$ cat src/rtl/m62_dl_pkg.sv
// rtl/m62_dl_pkg.sv - shared types and default bases for the ROM download sequencer
package m62_dl_pkg;

    typedef enum logic [1:0] {
        IDLE,
        WAIT_ACK,
        FLUSH
    } dl_state_t;

    typedef enum logic [1:0] {
        P1,
        P12,
        PROM
    } dl_region_t;

    localparam logic [24:0] DEF_SP_BASE    = 25'h30000;
    localparam logic [24:0] DEF_PROM_BASE  = 25'hA0000;
    localparam logic [15:0] DEF_RST_CYCLES = 16'hFFFF;

    function automatic dl_region_t decode_region(input logic [24:0] addr,
                                                 input logic [24:0] sp_base,
                                                 input logic [24:0] prom_base);
        if (addr < sp_base)
            return P1;
        else if (addr < prom_base)
            return P12;
        else
            return PROM;
    endfunction

endpackage

$ cat src/rtl/m62_reset_gen.sv
// rtl/m62_reset_gen.sv - core reset hold counter, reloaded by any reset cause
module m62_reset_gen
    import m62_dl_pkg::*;
#(
    parameter logic [15:0] RST_CYCLES = DEF_RST_CYCLES
) (
    input  logic clk_sys,
    input  logic reset_n,
    input  logic reload,
    output logic core_reset
);

    logic [15:0] count;
    logic [15:0] count_nxt;

    always_comb begin
        count_nxt = count;
        if (reload)
            count_nxt = RST_CYCLES;
        else if (count != 16'd0)
            count_nxt = count - 16'd1;
    end

    // core_reset tracks the next count so it drops in the same cycle count reaches zero
    always_ff @(posedge clk_sys) begin
        if (!reset_n) begin
            count      <= RST_CYCLES;
            core_reset <= 1'b1;
        end else begin
            count      <= count_nxt;
            core_reset <= (count_nxt != 16'd0);
        end
    end

endmodule

$ cat src/rtl/rom_dl_sequencer.sv
// rtl/rom_dl_sequencer.sv - routes ioctl download bytes to SDRAM ports or PROM; ROM_DL_PROM_EN enables PROM routing
module rom_dl_sequencer
    import m62_dl_pkg::*;
#(
    parameter logic [24:0] SP_BASE    = DEF_SP_BASE,
    parameter logic [24:0] PROM_BASE  = DEF_PROM_BASE,
    parameter logic [15:0] RST_CYCLES = DEF_RST_CYCLES
) (
    input  logic        clk_sys,
    input  logic        reset_n,
    input  logic        ioctl_downl,
    input  logic        ioctl_wr,
    input  logic [24:0] ioctl_addr,
    input  logic [7:0]  ioctl_dout,
    input  logic        reset_req,
    output logic        port1_req,
    input  logic        port1_ack,
    output logic [22:0] port1_a,
    output logic        port2_req,
    input  logic        port2_ack,
    output logic [22:0] port2_a,
    output logic [1:0]  port_ds,
    output logic [15:0] port_d,
    output logic        port_we,
    output logic        prom_wr,
    output logic [11:0] prom_addr,
    output logic [7:0]  prom_d,
    output logic        busy,
    output logic        overrun,
    output logic        rom_loaded,
    output logic        core_reset
);

    dl_state_t  state;
    dl_region_t region;
    logic       wr_prev;
    logic       downl_prev;
    logic       iss1;
    logic       iss2;
    logic       wr_edge;
    logic       downl_fall;
    logic       downl_rise;
    logic       acks_done;

    assign wr_edge    = ioctl_wr & ~wr_prev & ioctl_downl;
    assign downl_fall = downl_prev & ~ioctl_downl;
    assign downl_rise = ~downl_prev & ioctl_downl;
    // ports not touched by the current write never hold up completion
    assign acks_done  = (!iss1 || (port1_ack == port1_req)) &&
                        (!iss2 || (port2_ack == port2_req));
    assign busy       = (state != IDLE);

`ifdef ROM_DL_PROM_EN
    logic        prom_wr_q;
    logic [11:0] prom_addr_q;
    logic [7:0]  prom_d_q;

    assign region    = decode_region(ioctl_addr, SP_BASE, PROM_BASE);
    assign prom_wr   = prom_wr_q;
    assign prom_addr = prom_addr_q;
    assign prom_d    = prom_d_q;

    always_ff @(posedge clk_sys) begin
        if (!reset_n) begin
            prom_wr_q   <= 1'b0;
            prom_addr_q <= '0;
            prom_d_q    <= '0;
        end else begin
            prom_wr_q <= 1'b0;
            if (wr_edge && state == IDLE) begin
                prom_addr_q <= 12'(ioctl_addr - PROM_BASE);
                prom_d_q    <= ioctl_dout;
                prom_wr_q   <= (region == PROM);
            end
        end
    end
`else
    dl_region_t region_raw;

    // without PROM routing the top region falls back to the primary port
    assign region_raw = decode_region(ioctl_addr, SP_BASE, PROM_BASE);
    assign region     = (region_raw == PROM) ? P1 : region_raw;
    assign prom_wr    = 1'b0;
    assign prom_addr  = '0;
    assign prom_d     = '0;
`endif

    always_ff @(posedge clk_sys) begin
        if (!reset_n) begin
            state      <= IDLE;
            wr_prev    <= 1'b0;
            downl_prev <= 1'b0;
            iss1       <= 1'b0;
            iss2       <= 1'b0;
            port1_req  <= 1'b0;
            port2_req  <= 1'b0;
            port1_a    <= '0;
            port2_a    <= '0;
            port_ds    <= '0;
            port_d     <= '0;
            port_we    <= 1'b0;
            overrun    <= 1'b0;
            rom_loaded <= 1'b0;
        end else begin
            wr_prev    <= ioctl_wr;
            downl_prev <= ioctl_downl;
            port_we    <= ioctl_downl;
            if (downl_rise)
                overrun <= 1'b0;
            if (wr_edge && state != IDLE)
                overrun <= 1'b1;

            case (state)
                IDLE: begin
                    if (wr_edge) begin
                        port1_a <= ioctl_addr[23:1];
                        port2_a <= 23'((ioctl_addr - SP_BASE) >> 1);
                        port_ds <= {ioctl_addr[0], ~ioctl_addr[0]};
                        port_d  <= {ioctl_dout, ioctl_dout};
                        case (region)
                            P1: begin
                                port1_req <= ~port1_req;
                                iss1      <= 1'b1;
                                iss2      <= 1'b0;
                                state     <= WAIT_ACK;
                            end
                            P12: begin
                                port1_req <= ~port1_req;
                                port2_req <= ~port2_req;
                                iss1      <= 1'b1;
                                iss2      <= 1'b1;
                                state     <= WAIT_ACK;
                            end
                            default: ;
                        endcase
                    end
                    if (downl_fall)
                        rom_loaded <= 1'b1;
                end
                WAIT_ACK: begin
                    if (acks_done) begin
                        state <= IDLE;
                        if (downl_fall)
                            rom_loaded <= 1'b1;
                    end else if (downl_fall) begin
                        state <= FLUSH;
                    end
                end
                FLUSH: begin
                    if (acks_done) begin
                        state      <= IDLE;
                        rom_loaded <= 1'b1;
                    end
                end
                default: state <= IDLE;
            endcase
        end
    end

    m62_reset_gen #(
        .RST_CYCLES (RST_CYCLES)
    ) u_reset_gen (
        .clk_sys    (clk_sys),
        .reset_n    (reset_n),
        .reload     (reset_req | ~rom_loaded | ioctl_downl),
        .core_reset (core_reset)
    );

endmodule

$ cat config.mk
export PLATFORM = sky130hd
export DESIGN_NAME = rom_dl_sequencer
export DESIGN_NICKNAME = d
export VERILOG_FILES = /design/src/rtl/m62_dl_pkg.sv /design/src/rtl/m62_reset_gen.sv /design/src/rtl/rom_dl_sequencer.sv
export SDC_FILE = /design/constraint.sdc
export NUM_CORES = 1
export LEC_CHECK = 0
export BUFFER_PORTS_ARGS = -buffer_cell sky130_fd_sc_hd__buf_2
export CORE_MARGIN = 2
export CORE_UTILIZATION = 45
export DETAILED_ROUTE_END_ITERATION = 16
export PLACE_DENSITY = 0.78
export SYNTH_ARGS = -nofsm -noshare
export SYNTH_HDL_FRONTEND = slang
export SYNTH_HIERARCHICAL = 1
export SYNTH_SLANG_ARGS = --single-unit
$ cat constraint.sdc
create_clock -name clk_sys -period 5.2 [get_ports clk_sys]
set_input_delay 0.26 -clock clk_sys [delete_from_list [all_inputs] [get_ports clk_sys]]
set_output_delay 0.26 -clock clk_sys [all_outputs]
set_load 0.01 [all_outputs]
==> results of run 1 <==
==> path summary, 6_finish.rpt <==
path                                            from                      to  cells after the start
worst max-delay path            u_reset_gen/count[0]  u_reset_gen/core_reset                      7
worst min-delay path                   ioctl_addr[0]              port_ds[0]                      2
worst max register to register  u_reset_gen/count[0]  u_reset_gen/core_reset                      7
worst min register to register            port_ds[1]              port_ds[1]                      2
==> critical path: cells and delay by family (launching register included) <==
kind	cells	cell delay (ns)
AND/OR/NAND/NOR	3	0.70
AO/OA/AOI/OAI	2	0.59
flip-flops	1	0.34
adder cells (fa/ha/maj)	1	0.18
buffers and inverters	1	0.12
==> flip-flops by register name, indices dropped and copies added (netlist names), 2 cells and up <==
name	flops
port1_a	23
port2_a	8
port_d	8
port_ds	2
state	2
u_reset_gen/count	16
==> metrics by stage <==
| step | hold slack (ns) | instance area (um2) | cells |
|---|---|---|---|
| 2_1_floorplan | 0.352 | 3360 | 416 |
| 6_report | 0.115 | 3830 | 578 |
| 3_5_place_dp | 0.446 | 3610 | 562 |
| 3_3_place_gp | 0.439 | 3610 | 562 |
| 4_1_cts | 0.101 | 3830 | 578 |
| 5_1_grt | 0.105 | 3830 | 578 |
==> synthesized netlist by cell type (5+ instances only) <==
cell type / instances
nand2_1: 86
dfxtp_1: 68
a21oi_1: 46
buf_4: 44
nor2_1: 17
clkbuf_1: 13
xnor2_1: 10
nand3_1: 8
nor3_1: 7
xor2_1: 7
inv_1: 6
o21ai_0: 6
nand4_1: 5
nor4_1: 5
==> cell families (layout without fill, tap and decap cells) <==
kind of cell             after synthesis  in the layout  share of synthesized area
adder cells (fa/ha/maj)                3              3                     0.0114
XOR/XNOR                              17             17                     0.0454
AND/OR/NAND/NOR                      159            159                      0.244
flip-flops                            68             68                      0.415
AO/OA/AOI/OAI                         76             76                      0.138
buffers and inverters                 71            134                      0.142
other                                  1             21                    0.00114
multiplexers                           1              1                    0.00343
==> cell type report <==
| type | count | area share |
|---|---|---|
| sequential | 68 | 0.355 |
| clock inverter | 7 | 0.0261 |
| clock buffer | 9 | 0.0323 |
| tap | 99 | 0.0323 |
| timing repair buffer | 111 | 0.146 |
| inverter | 7 | 0.00816 |
| multi-input combinational | 277 | 0.400 |
==> layer usage <==
| metal | track usage | wire (um) |
|---|---|---|
| met5 | 0 | 0 |
| met4 | 0.0719 | 97 |
| met3 | 0.0702 | 663 |
| met2 | 0.296 | 3480 |
| met1 | 0.241 | 3110 |
==> where the power goes <==
group / switching [mW] / internal [mW]
Combinational: 0.0708 / 0.0458
Sequential: 0.0115 / 0.539
Clock: 0.212 / 0.272
==> flow_summary_export.csv, run 1 <==
group,metric,value,unit
power,total_power,1.15,mW
floorplanning,die_area,7990,um2
worst_hold_path,min-delay-path-class,"primary input to flop",
drt,via_count,2872,
worst_setup_path,crit_fanout,9,
timing,setup-tns-final,0,ns
floorplanning,die-width,89.4,um
synth,seq_area_frac_synth,0.415,
drt,post-route-drc-count,0,
global_route,grt-ovfl-total,0,
drt,viasPerCell,4.97,
layout,nNetsFinal,517,
worst_setup_path,startpoint_type,"flop",
clock_tree,htreeDepth,3,
synth,syn_avg_cell_area,8.28,um2
synth,ys_ff_latch,68,
worst_setup_path,rrSetupSlack,3.15,ns
drt,drtIter0Drc,107,
timing,period_needed,2.05,ns
synth,synth_area,3280,um2
synth,async_flop_share,0,
synth,synth_top_area_frac,0.415,
synth,ys.flop_type,"dfxtp_1",
layout,multi_input_area,1540,um2
synth,synth_edf_count,0,
timing,slew_viol_final,0,
drt,postRouteAntennaNets,0,
placement,hpwl,5.27,mm
clock_tree,cts_setup_buffers,0,
timing,finalHoldViolations,0,
drt,wire_per_inst,12.7,um
synth,synthCells,396,
floorplanning,rows,31,
timing,slew_headroom,0.315,
run,max-cap-violations,0,
global_route,grt_antenna_before_repair,0,
worst_setup_path,cpPeakStageDelay,0.40,ns
timing,rsz0062_at_grt,"no",
global_route,grt_max_degree,51,
synth,synth.largest_area_cell,"dfxtp_1",
clock_tree,clockBufferDepth,2,
placement,dpl_worst_slack,3.03,ns
worst_setup_path,cp-end-kind,"flop",
global_route,grt_pass1_wl,11.8,mm
timing,setup-violations-final,0,
drt,drtPass1Iterations,4,
floorplanning,chipHeight,89.4,um
floorplanning,core_area,7140,um2
timing,worst_slack,3.15,ns
layout,final_cell_mix,"buf_2, nand2_1, dfxtp_1, a21oi_1, conb_1",
timing,fmax,487,MHz
clock_tree,clk_latency,0.34,ns
layout,area_growth,16.9,%
layout,fillers,692,
worst_setup_path,cp_cell_sequence,"inv_1 -> ha_1 -> nor4b_4 -> nand4_2 -> a221o_1 -> a211oi_2 -> nand4_1",
worst_setup_path,required,5.41,ns
global_route,grt.total_usage,0.190,
floorplanning,start_util,0.460,
clock_tree,clock-sinks,68,
layout,drive_gt1_frac,0.290,
worst_setup_path,slowest_stage,"a221o_1",
worst_setup_path,crit_type,"flop to flop",
power,powerDensity,300,nW/um2
timing,skew,0.00684,ns
worst_setup_path,worstPathArrival,2.26,ns
placement,io_buffers,110,
synth,ys_top_cells_by_area,"dfxtp_1, buf_4, nand2_1, a21oi_1, xnor2_1",
timing,finalCritPeriodShare,0.395,
layout,seqCellArea,1360,um2
clock_tree,ctsHoldBuffers,0,
power,vdd_ir_drop_max,0.240,mV
clock_tree,cts_buffers,9,
layout,antennaDiodeCount,0,
timing,max_slew.worst_pin.slew,1.03,ns
clock_tree,clkTransAtPathRegs,0.07,ns
layout,layout_commonest_cell,"buf_2",
floorplanning,io_pins,132,
synth,synthDistinctLibCells,58,
clock_tree,post_cts_resized,0,
clock_tree,cts_tree,"yes",
clock_tree,root_buffer,"clkbuf_8",
drt,routed_wl,7.36,mm
power,p_leak,1.74,nW
run_status,status,"finished, final reports clean",
global_route,first_global_vias,2557,
placement,gp_congestion,0.913,
layout,fin_util,0.537,
synth,yosysWarnings,6,
Power figures use the tool's default switching activity.
==> run 2: changes to the inputs <==
Clock period 5.2 ns to 2 ns, I/O delays scaled along.
==> run 2 against run 1 <==
Compared with the run above:
- clock skew increased by 0.0064 ns
- fmax increased by 9.6%
- worst hold slack got worse by 0.10 ns
- combinational power increased to 3.0 times the previous value
- critical path depth unchanged
- sequential cell count unchanged
- clock power increased to 2.9 times the previous value
- cell count increased by 6.2%
- register-to-register slack got worse by 3.0 ns
- global-route usage increased by 0.68 points
- total power increased to 2.8 times the previous value
- wire length increased by 9.0%
- largest cell class unchanged
==> flow_summary_export.csv, run 2 (synthesis gave the netlist of run 1 again) <==
group,metric,value,unit
placement,hpwl,5.37,mm
floorplanning,chipHeight,89.4,um
worst_setup_path,reg2regPathDepth,7,
worst_setup_path,required,2.23,ns
power,pwr-share-clk,0.438,
global_route,grt_antenna_before_repair,0,
clock_tree,htreeDepth,3,
clock_tree,cts_buffers,9,
power,vdd_ir_drop_max,0.473,mV
clock_tree,clockBufferDepth,2,
clock_tree,cts_tree,"yes",
floorplanning,core_area,7140,um2
worst_setup_path,r2r_end,"u_reset_gen/count[10]",
layout,final_cell_mix,"buf_2, nand2_1, dfxtp_1, a21oi_1, dlygate4sd3_1",
global_route,grt-ovfl-total,0,
drt,wire_per_inst,13.1,um
drt,drtPass1Iterations,4,
floorplanning,io_pins,132,
layout,antennaDiodeCount,0,
layout,drive_gt1_frac,0.293,
drt,via_count,3055,
floorplanning,start_util,0.460,
timing,fmax,533,MHz
layout,largest_register,"port1_a",
global_route,grt_pass1_wl,12.4,mm
layout,largest_register_ffs,23,
worst_setup_path,crit_type,"flop to flop",
timing,worst_slack,0.125,ns
power,p_comb_frac,0.112,
layout,layout_commonest_cell,"buf_2",
worst_setup_path,crit_start,"u_reset_gen/count[0]",
layout,nNetsFinal,553,
worst_setup_path,worstPathArrival,2.10,ns
drt,viasPerCell,4.98,
drt,post-route-drc-count,0,
drt,postRouteAntennaNets,0,
power,p_seq_frac,0.451,
worst_setup_path,rrSetupSlack,0.13,ns
run_status,status,"finished, final reports clean",
floorplanning,rows,31,
placement,dpl_worst_slack,0.0497,ns
clock_tree,clk_latency,0.34,ns
worst_hold_path,hold_start,"ioctl_addr[3]",
power,p_leak,1.91,nW
timing,skew,0.0132,ns
worst_hold_path,min-delay-path-class,"primary input to flop",
placement,io_buffers,110,
timing,finalHoldViolations,0,
power,switching_power,0.781,mW
clock_tree,root_buffer,"clkbuf_8",
worst_setup_path,startpoint_type,"flop",
layout,area_growth,28.1,%
clock_tree,clkTransAtPathRegs,0.08,ns
worst_setup_path,crit_fanout,4,
timing,period_needed,1.87,ns
drt,drtIter0Drc,99,
placement,placed_cells,570,
timing,slew_viol_final,0,
placement,gp_congestion,0.844,
worst_setup_path,cp-end-kind,"flop",
power,internal_power,2.39,mW
floorplanning,die-width,89.4,um
clock_tree,clock-sinks,68,
timing,finalCritPeriodShare,0.937,
power,swShare,0.246,
worst_hold_path,min_to,"port1_a[2]",
worst_hold_path,hold_depth,3,
global_route,grt_max_degree,46,
global_route,first_global_vias,2778,
global_route,grt.total_usage,0.197,
layout,largest_registers,"port1_a: 23 flops, u_reset_gen/count: 16 flops",
floorplanning,die_area,7990,um2
power,powerDensity,756,nW/um2
layout,stdcell_count,614,
timing,setup-violations-final,0,
worst_setup_path,r2r_start,"u_reset_gen/count[0]",
run,max-cap-violations,0,
drt,routed_wl,8.02,mm
## run 2: power by group through the flow
stage | Combinational, mW | Sequential (mW) | Clock (mW)
after global placement | 0.307 | 1.46 | 0
after detailed placement | 0.312 | 1.46 | 0
final | 0.354 | 1.43 | 1.39
after floorplan | 0.209 | 1.48 | 0
after CTS | 0.351 | 1.43 | 1.42
after global routing | 0.390 | 1.44 | 1.48
## run 2: worst max-delay path by stage
| stage | to | slack [ns] | depth (start not counted) |
|---|---|---|---|
| floorplan | u_reset_gen/core_reset | 0.19 | 7 |
| global placement | u_reset_gen/core_reset | 0.16 | 7 |
| detailed placement | u_reset_gen/core_reset | 0.05 | 7 |
| CTS | u_reset_gen/core_reset | 0.05 | 7 |
| global route | u_reset_gen/core_reset | -0.004 | 7 |
| finish | u_reset_gen/count[10] | 0.13 | 7 |
## run 2: worst max-delay path, stage by stage, from the launching register on
cell     delay, ns
dfxtp_1       0.35
inv_2         0.09
ha_1          0.15
nor4b_4       0.27
buf_4         0.17
a21oi_1       0.05
mux2_1        0.32
or3b_1        0.37
## run 2: through the flow
step | util | TNS [ns] | hold slack, ns | power [mW] | cell area, um2
2_1_floorplan | - | 0 | 0.192 | 1.69 | 3360
3_3_place_gp | 0.516 | 0 | 0.297 | 1.77 | 3680
3_5_place_dp | 0.516 | 0 | 0.305 | 1.77 | 3680
4_1_cts | 0.586 | 0 | 0.000510 | 3.20 | 4180
5_1_grt | 0.589 | -0.00397 | 0.0161 | 3.31 | 4200
6_report | 0.589 | 0 | 0.0127 | 3.18 | 4200
## run 2: timing repair
| item | 4_1_cts | 5_1_grt |
|---|---|---|
| setup endpoints to repair | 0 | 2 |
| resized for setup | 0 | 1 |
| endpoints found under the hold margin | 26 | 0 |
| hold buffers | 25 | 0 |
| buffers inserted | 0 | 3 |
## run 2: layout make-up
class	count	area, um2
multi-input cells	277	1540
inverters	7	31.3
repair buffers	147	903
clock buffers	9	124
fillers	616	2930
flip-flops and latches	68	1360
well taps	99	124
clock inverters	7	124
## run 2: metal layers
layer | global-route usage | up-vias | part of all wire
met3 | 0.0720 | 10 | 0.072
met2 | 0.325 | 112 | 0.49
met1 | 0.235 | 1427 | 0.42
met4 | 0.0733 | 0 | 0.014
met5 | 0 | - | 0
li1 | - | 1506 | -
==> run 3: changes to the inputs <==
Settings changed: ABC_AREA set to 1, PLACE_DENSITY 0.78 to 0.77.
==> run 3 against run 2 <==
Compared with the run above:
- sequential share of layout area is 0.63 points lower
- worst hold slack better by 0.023 ns
- cell count is 16% higher
- wire length is 9.2% higher
- register-to-register slack better by 0.15 ns
- via count is 12% higher
- total power is 1.8% lower
- global-route usage is 1.3 points higher
- die area is 5.3% higher
- largest power group unchanged
==> flow_summary_export.csv, run 3 <==
group,metric,value,unit
floorplanning,die-width,91.7,um
clock_tree,htreeDepth,3,
drt,routed_wl,8.76,mm
layout,layout_commonest_cell,"buf_2",
clock_tree,cts_tree,"yes",
layout,stdcell_count,711,
placement,io_buffers,110,
drt,via_count,3414,
clock_tree,cts_buffers,9,
floorplanning,start_util,0.470,
layout,largest_register,"port1_a",
layout,final_cell_mix,"buf_2, nor2_1, nand2_1, dfxtp_1, o21ai_0",
power,swShare,0.264,
clock_tree,clockBufferDepth,2,
timing,fmax,580,MHz
worst_setup_path,r2r_start,"u_reset_gen/count[0]",
power,switching_power,0.823,mW
global_route,grt_max_degree,51,
synth,synthDistinctLibCells,32,
global_route,first_global_vias,3085,
drt,postRouteAntennaNets,0,
clock_tree,root_buffer,"clkbuf_8",
layout,drive_gt1_frac,0.248,
floorplanning,rows,31,
power,p_seq_frac,0.470,
run_status,status,"finished, final reports clean",
drt,drtPass1Iterations,4,
worst_hold_path,min_to,"port1_a[16]",
synth,yosysWarnings,6,
timing,slew_viol_final,0,
synth,syn_avg_cell_area,6.95,um2
synth,async_flop_share,0,
synth,synth_area,3460,um2
worst_setup_path,crit_type,"flop to flop",
worst_setup_path,crit_fanout,6,
layout,largest_register_ffs,23,
synth,synthMostInstantiatedCell,"nor2_1",
timing,finalHoldViolations,0,
power,powerDensity,727,nW/um2
worst_hold_path,hold_depth,3,
placement,gp_congestion,0.878,
synth,ys_ff_latch,68,
timing,setup-violations-final,0,
timing,finalCritPeriodShare,0.862,
clock_tree,clkTransAtPathRegs,0.07,ns
timing,rsz0062_at_grt,"no",
run,max-cap-violations,0,
worst_setup_path,reg2regPathDepth,10,
synth,ys.flop_type,"dfxtp_1",
clock_tree,cts_setup_buffers,0,
layout,largest_registers,"port1_a: 23 flops, u_reset_gen/count: 16 flops",
drt,post-route-drc-count,0,
worst_setup_path,worstPathArrival,1.93,ns
power,p_comb_frac,0.143,
worst_hold_path,min-delay-path-class,"primary input to flop",
floorplanning,chipHeight,91.7,um
timing,slew_headroom,0.606,
power,p_leak,2.22,nW
clock_tree,clk_latency,0.34,ns
drt,drtIter0Drc,166,
timing,max_slew.worst_pin.slew,0.591,ns
layout,antennaDiodeCount,0,
synth,ys_top_cells_by_area,"dfxtp_1, nor2_1, nand2_1, buf_4, o21ai_0",
synth,synth.largest_area_cell,"dfxtp_1",
synth,yosys-top-cells-count,"nor2_1, nand2_1, dfxtp_1",
worst_setup_path,cp-end-kind,"flop",
worst_setup_path,startpoint_type,"flop",
drt,viasPerCell,4.80,
global_route,grt_antenna_before_repair,0,
power,vdd_ir_drop_max,0.395,mV
worst_setup_path,required,2.21,ns
global_route,grt_pass1_wl,14.3,mm
layout,area_growth,23.8,%
drt,wire_per_inst,12.3,um
synth,synth_edf_count,0,
timing,setup-tns-final,0,ns
power,pwr-share-clk,0.387,
global_route,grt.total_usage,0.210,
placement,placed_cells,670,
floorplanning,die_area,8410,um2
placement,hpwl,5.92,mm
timing,skew,0.00472,ns
timing,period_needed,1.72,ns
clock_tree,post_cts_resized,0,
power,total_power,3.12,mW
power,internal_power,2.30,mW
synth,seq_area_frac_synth,0.393,
global_route,grt-ovfl-total,0,
synth,synthCells,498,
worst_setup_path,r2r_end,"u_reset_gen/core_reset",
clock_tree,clock-sinks,68,
floorplanning,io_pins,132,
timing,hold_ws,0.0357,ns
layout,nNetsFinal,651,
worst_hold_path,hold_start,"ioctl_addr[17]",
synth,synth_top_area_frac,0.393,
worst_setup_path,rrSetupSlack,0.28,ns
floorplanning,core_area,7370,um2
## run 3: critical path: stages (launching register included)
cell and delay [ns]:
dfxtp_1 0.38, inv_1 0.10, ha_1 0.29, nand2_1 0.11, inv_1 0.09, nand4_1 0.08, nand2_1 0.06, nand2_1 0.07
nand3_1 0.08, nor2_1 0.20, nand4_1 0.13
## run 3: repair_timing
item                                   in CTS  in global routing
hold buffers                               26                  0
setup endpoints to repair                   0                  0
endpoints found under the hold margin      26                  0
## run 3: logic make-up after synthesis
logic type / count (synthesis) / share of synthesized area
AND/OR/NAND/NOR: 251 / 0.319
buffers and inverters: 107 / 0.172
XOR/XNOR: 2 / 0.00506
AO/OA/AOI/OAI: 66 / 0.0990
other: 1 / 0.00108
flip-flops: 68 / 0.393
adder cells (fa/ha/maj): 3 / 0.0108
## run 3: layout make-up
type                    count  area [um2]
clock buffers              10         128
flip-flops and latches     68        1360
multi-input cells         343        1580
fillers                   668        3080
clock inverters             5        77.6
repair buffers            140         841
inverters                  46         173
well taps                  99         124
## run 3: through the flow
step	setup slack [ns]	util	cell area, um2
floorplan	0.525	-	3540
global placement	0.363	0.519	3820
detailed placement	0.325	0.519	3820
CTS	0.306	0.582	4290
global route	0.0495	0.582	4290
finish	0.275	0.582	4290
## run 3: layer usage
layer	part of all wire	global-route usage
met5	0	0
met4	0.023	0.0896
met3	0.069	0.0427
met2	0.49	0.366
met1	0.42	0.250
## run 3: worst max-delay path by stage
| stage | startpoint | end | slack (ns) | depth (start not counted) |
|---|---|---|---|---|
| 6_report | u_reset_gen/count[0] | u_reset_gen/core_reset | 0.28 | 10 |
| 5_1_grt | u_reset_gen/count[0] | u_reset_gen/core_reset | 0.05 | 9 |
| 4_1_cts | u_reset_gen/count[0] | u_reset_gen/core_reset | 0.31 | 9 |
| 3_5_place_dp | u_reset_gen/count[0] | u_reset_gen/core_reset | 0.33 | 9 |
| 3_3_place_gp | u_reset_gen/count[0] | u_reset_gen/core_reset | 0.36 | 11 |
| 2_1_floorplan | u_reset_gen/count[0] | u_reset_gen/core_reset | 0.53 | 10 |
## run 3: power groups by stage
stage / registers [mW] / logic (mW) / clock network (mW)
4_1_cts: 1.46 / 0.444 / 1.23
6_report: 1.46 / 0.447 / 1.21
3_3_place_gp: 1.49 / 0.398 / 0
5_1_grt: 1.47 / 0.494 / 1.30
2_1_floorplan: 1.52 / 0.273 / 0
3_5_place_dp: 1.49 / 0.404 / 0
